===== src/rtl/fifo_rd_ctrl.sv =====
// -----------------------------------------------------------------------------
// fifo_rd_ctrl
//
// Read-side controller for the 8x18 fifo. It strobes fifo reads whenever the
// fifo is non-empty and local space exists, and absorbs the fifo's one-cycle
// registered read latency in a 2-entry skid buffer. This lets it stream one
// word per cycle into a valid/ready consumer.
//
// Optional build macro: FIFO_RD_CNT_EN
//   Adds the word_cnt output, a saturating count of delivered words.
//
// Parameters
//   DATA_W      fifo word / stream data width
//   CNT_W       delivered-word counter width (FIFO_RD_CNT_EN only)
//
// Ports
//   clk         rising-edge clock
//   rst         synchronous active-high reset
//   drain_en    1 = new fifo reads may be issued
//   fifo_empty  fifo empty flag (sampled only to decide a new read)
//   fifo_out    fifo read data, valid the cycle after a read strobe
//   fifo_read   fifo read strobe
//   fifo_en     fifo enable, identical to fifo_read
//   m_valid     stream valid, driven from registered occupancy only
//   m_data      stream data, head of the skid buffer
//   m_ready     downstream accepts m_data this cycle
//   word_cnt    delivered-word count (FIFO_RD_CNT_EN only)
// -----------------------------------------------------------------------------
module fifo_rd_ctrl #(
  parameter int DATA_W = 18,
  parameter int CNT_W  = 16
) (
  input  logic              clk,
  input  logic              rst,
  input  logic              drain_en,
  input  logic              fifo_empty,
  input  logic [DATA_W-1:0] fifo_out,
  output logic              fifo_read,
  output logic              fifo_en,
  output logic              m_valid,
  output logic [DATA_W-1:0] m_data,
  input  logic              m_ready
`ifdef FIFO_RD_CNT_EN
  ,
  output logic [CNT_W-1:0]  word_cnt
`endif
);

  // Buffer occupancy states
  localparam logic [1:0] S_EMPTY = 2'd0;
  localparam logic [1:0] S_ONE   = 2'd1;
  localparam logic [1:0] S_TWO   = 2'd2;

  logic [1:0]        r_state;
  logic [1:0]        w_state_nxt;
  logic              r_pend;
  logic              r_head;
  logic              r_tail;
  logic [DATA_W-1:0] r_buf [2];

  logic              w_pop;
  logic              w_issue;
  logic [2:0]        w_level;

  assign m_valid = (r_state != S_EMPTY);
  assign m_data  = r_buf[r_head];
  assign w_pop   = m_valid & m_ready;

  // Occupancy after this edge, counting the word already in flight. A new read
  // is only safe if that still leaves room for the word it will return, which
  // keeps occupancy plus in-flight at or below 2. The state encoding equals
  // the occupancy, so it is used directly as the count.
  assign w_level = {1'b0, r_state} + {2'b00, r_pend} - {2'b00, w_pop};

  assign w_issue   = ~rst & drain_en & ~fifo_empty & (w_level < 3'd2);
  assign fifo_read = w_issue;
  assign fifo_en   = w_issue;

  // A push is the capture of the in-flight word (r_pend).
  always_comb begin
    w_state_nxt = r_state;
    case (r_state)
      S_EMPTY: if (r_pend) w_state_nxt = S_ONE;
      S_ONE: begin
        if (r_pend & ~w_pop)      w_state_nxt = S_TWO;
        else if (~r_pend & w_pop) w_state_nxt = S_EMPTY;
      end
      S_TWO:   if (w_pop) w_state_nxt = S_ONE;
      default: w_state_nxt = S_EMPTY;
    endcase
  end

  // Stage boundary: the read strobe registers into r_pend; the returned word
  // is written into the skid buffer one edge later.
  always_ff @(posedge clk) begin
    if (rst) begin
      r_state  <= S_EMPTY;
      r_pend   <= 1'b0;
      r_head   <= 1'b0;
      r_tail   <= 1'b0;
      r_buf[0] <= '0;
      r_buf[1] <= '0;
    end else begin
      r_state <= w_state_nxt;
      r_pend  <= w_issue;
      if (r_pend) begin
        r_buf[r_tail] <= fifo_out;
        r_tail        <= ~r_tail;
      end
      if (w_pop) r_head <= ~r_head;
    end
  end

`ifdef FIFO_RD_CNT_EN
  logic [CNT_W-1:0] r_word_cnt;

  always_ff @(posedge clk) begin
    if (rst) begin
      r_word_cnt <= '0;
    end else if (w_pop && (r_word_cnt != {CNT_W{1'b1}})) begin
      r_word_cnt <= r_word_cnt + {{(CNT_W-1){1'b0}}, 1'b1};
    end
  end

  assign word_cnt = r_word_cnt;
`else
  // Keeps CNT_W referenced when the counter is not built.
  logic [CNT_W-1:0] w_cnt_unused;
  assign w_cnt_unused = '0;
`endif

endmodule


===== config.mk =====
export PLATFORM = sky130hd
export DESIGN_NAME = fifo_rd_ctrl
export DESIGN_NICKNAME = d
export VERILOG_FILES = /design/src/rtl/fifo_rd_ctrl.sv
export SDC_FILE = /design/constraint.sdc
export NUM_CORES = 1
export LEC_CHECK = 0
export BUFFER_PORTS_ARGS = -buffer_cell sky130_fd_sc_hd__buf_2
export CAP_MARGIN = 20
export CORE_MARGIN = 1.5
export CORE_UTILIZATION = 53
export DETAILED_ROUTE_END_ITERATION = 6
export GPL_TIMING_DRIVEN = 0
export PLACE_DENSITY = 0.86
export SLEW_MARGIN = 30
export SYNTH_ARGS = -nofsm -noshare
export SYNTH_HDL_FRONTEND = slang
export SYNTH_SLANG_ARGS = --single-unit

===== constraint.sdc =====
create_clock -name clk -period 2.75 [get_ports clk]
set_clock_uncertainty 0.15 [all_clocks]
set_input_delay 0.55 -clock clk [delete_from_list [all_inputs] [get_ports clk]]
set_output_delay 0.55 -clock clk [all_outputs]
set_load 0.02 [all_outputs]

==> results.txt <==
Status - finished, violations left
Violated checks - setup timing
DRC Markers - 0
Worst stage delay on the critical path - 490 ps
Filler cells - 234
Synth top cells by count - nor2_1 (42), edfxtp_1 (36), nand2b_1 (23)
DP Area - 2250 sq um
Worst reg2reg path endpoint - r_pend
WL per Instance - 14.0 microns
Global routing usage on met3 - 3.93%
Post-Layout Cell Count - 262
Total CTS buffers - 5
Worst r2r src - r_state[1]
CP startpoint kind - flip-flop
Met2 GRT Util - 35.1%
Clock buffer depth - 2
Worst-Margin Slew - 897 ps
Largest net degree at the start of global routing - 19
Met1 GRT Util - 23.1%
Setup_tns - -647 ps
Setup slack after layout - -269 ps
Hold Path Depth - 2
Leak pwr - 1.03 nW
Crit-path max FO - 3
CP Data Arrival Time - 2320 ps
Final setup viols - 3
First-pass DRT Iterations - 4
Post-Synthesis Net Count - 177
Reg clk slew, reported paths - 110 ps
Synthesized flop and latch total - 42
Post-Route WL - 3.66 mm
Count leader, synth - nor2_1
Sequential area share after synthesis - 61.8%
DR vias - 1,295
Post-synth EDFFs - 36
Initial antenna violation count - 0
Gp weighted congestion - 0.749
Hold Buf Count CTS - 0
CTS tree - done
Antenna fix cells - 0
Vias in the first global route - 1,354
Die H - 63.6 microns
Busiest grt layer - met2
R2R Setup Slk - -140 ps
Worst vdd ir - 0.000324 V
Ports - 44
Routed Antenna Nets - 0
Area growth, synth to finish - 26.5%
Reg2Reg Depth - 16
Iteration-0 DRC Markers - 74
Period utilisation layout - 110%
Total congestion overflow - 0
Most used cell, CP - buf_6
Die X - 63.6 microns
Setup crit end kind - output pin
Clock period minus worst slack - 3020 ps
Total track usage - 19.7%
Crit path required time - 2050 ps
Post-DP HPWL - 2.45 mm
Crit path max-delay cell type - fa_1
Fin area - 2460 sq um
Avg Vias per Cell - 4.94
Post-synth cell types - 23
Crit path kind - reg2out
Max Cap Viol - 0
CTS H-tree depth - 2
Pins over their slew limit - 0
Top Family by Delay on Critical Path - adder cells
Top_reg_cell synth - edfxtp_1
HP Class - reg2reg
Core Area - 3420 sq um
Share of cells above drive strength 1 - 45.4%
Clock latency on the worst-skew pair - 350 ps
Post-Syn Area - 1940 sq um
RSZ-0062 raised after global routing - yes
Syn Inst Count - 151
Synth top area cells - edfxtp_1 (56%), nor2_1 (8.1%), mux2_4 (7.7%)
Avg Cell Area, Syn - 12.9 sq um
Rel. slew slack - 40.2%
Final Hold Vio Count - 0
Pwr Density - 487 nW/um^2
CTS Sinks - 42
Cell taking the most area after synthesis - edfxtp_1
Worst hold path endpoint - r_tail
Top cell type's share of synthesized area - 55.6%
Rows - 21
Die Area - 4040 sq um
Hold Path Origin - r_tail
PortBufs - 43
CP bufs+invs - 3
Achievable clock frequency - 331 MHz
Post-synth ARST share - 0%
CP Cell Sequence - o21ai_4 -> inv_2 -> ha_4 -> nand2b_4 -> fa_1 -> nand4bb_1 -> nor2_4 -> buf_6 -> buf_6
Clock root buffer - clkbuf_4
Post-Place Cells - 240
Initial Util - 56.9%
Global-route wire length before repair - 6.00 mm
# nets final - 241
Yosys warning count - 0
layout make-up:
type	instances	area (sq um)	share of cell area [%]
timing repair buffer	57	357	14.5
sequential	42	1210	49.2
clock buffer	6	41.3	1.68
inverter	2	7.51	0.305
buffer	8	56.3	2.29
multi-input combinational	99	719	29.3
tap	46	57.6	2.34
clock inverter	2	8.76	0.356
worst max-delay path by stage:
stage,endpoint,start,cells past startpoint
6_report,fifo_read,r_state[1],9
5_1_grt,fifo_read,r_state[1],9
4_1_cts,fifo_read,r_state[0],9
3_5_place_dp,fifo_read,m_ready,10
3_3_place_gp,fifo_read,m_ready,10
2_1_floorplan,fifo_read,m_ready,8
state kept, by name, indices dropped and copies added (netlist names), named ones only:
name and cells:
r_buf 36, r_state 2, r_head 1, r_pend 1, r_tail 1
metal layers:
metal | vias up | part of all wire [%]
met5 | - | 0
met4 | 0 | 1.6
met3 | 7 | 3.6
met2 | 36 | 55
met1 | 613 | 40
li1 | 639 | -
repair_timing:
action                                  4_1_cts  5_1_grt
gates cloned                                  0        0
pin swaps                                     4        3
resized for setup                            17        1
setup buffers                                12        2
endpoints found under the setup margin        2        3
tightest hold or removal path: cells and delay by family (launching register included):
family             cells  cell delay [ps]
AOI/OAI and AO/OA      1               50
DFF                    1              340
and+or+nand+nor        1               60
stage by stage:
step | util (%) | setup WS (ps) | hold slack, ps | power, mW
global placement | 65.8 | -167 | 317 | 0.899
CTS | 71.4 | -266 | 335 | 1.19
detailed placement | 65.8 | -231 | 319 | 0.907
floorplan | - | 25.4 | 306 | 0.852
finish | 71.9 | -269 | 337 | 1.20
global route | 71.9 | -370 | 360 | 1.23
cells by family (layout without fill, tap and decap cells):
group	Yosys count	after routing	share of synthesized area, %
flip-flops	42	42	61.8
AO/OA/AOI/OAI	5	5	1.74
buffers and inverters	10	75	3.09
adder cells (fa/ha/maj)	3	3	2.32
multiplexers	18	18	12.4
AND/OR/NAND/NOR	71	71	17.8
XOR/XNOR	2	2	0.902
report_power, final:
group	switching (mW)	internal, mW
Clock	0.191	0.0962
Combinational	0.0949	0.0852
Sequential	0.0101	0.719
Total	0.296	0.900
cell usage in the layout, fill, tap and decap left out, drive strengths merged, types with 2 or more instances in the layout:
| master | synthesis | final |
|---|---|---|
| a211oi | 2 | 2 |
| a21oi | 2 | 2 |
| buf | 6 | 63 |
| clkbuf | 2 | 8 |
| clkinv | 0 | 2 |
| dfxtp | 6 | 6 |
| edfxtp | 36 | 36 |
| ha | 2 | 2 |
| inv | 2 | 2 |
| mux2 | 18 | 18 |
| nand2 | 2 | 2 |
| nand2b | 23 | 23 |
| nor2 | 42 | 42 |
| xor2 | 2 | 2 |
Note: power is estimated with default switching activity, not from simulation.
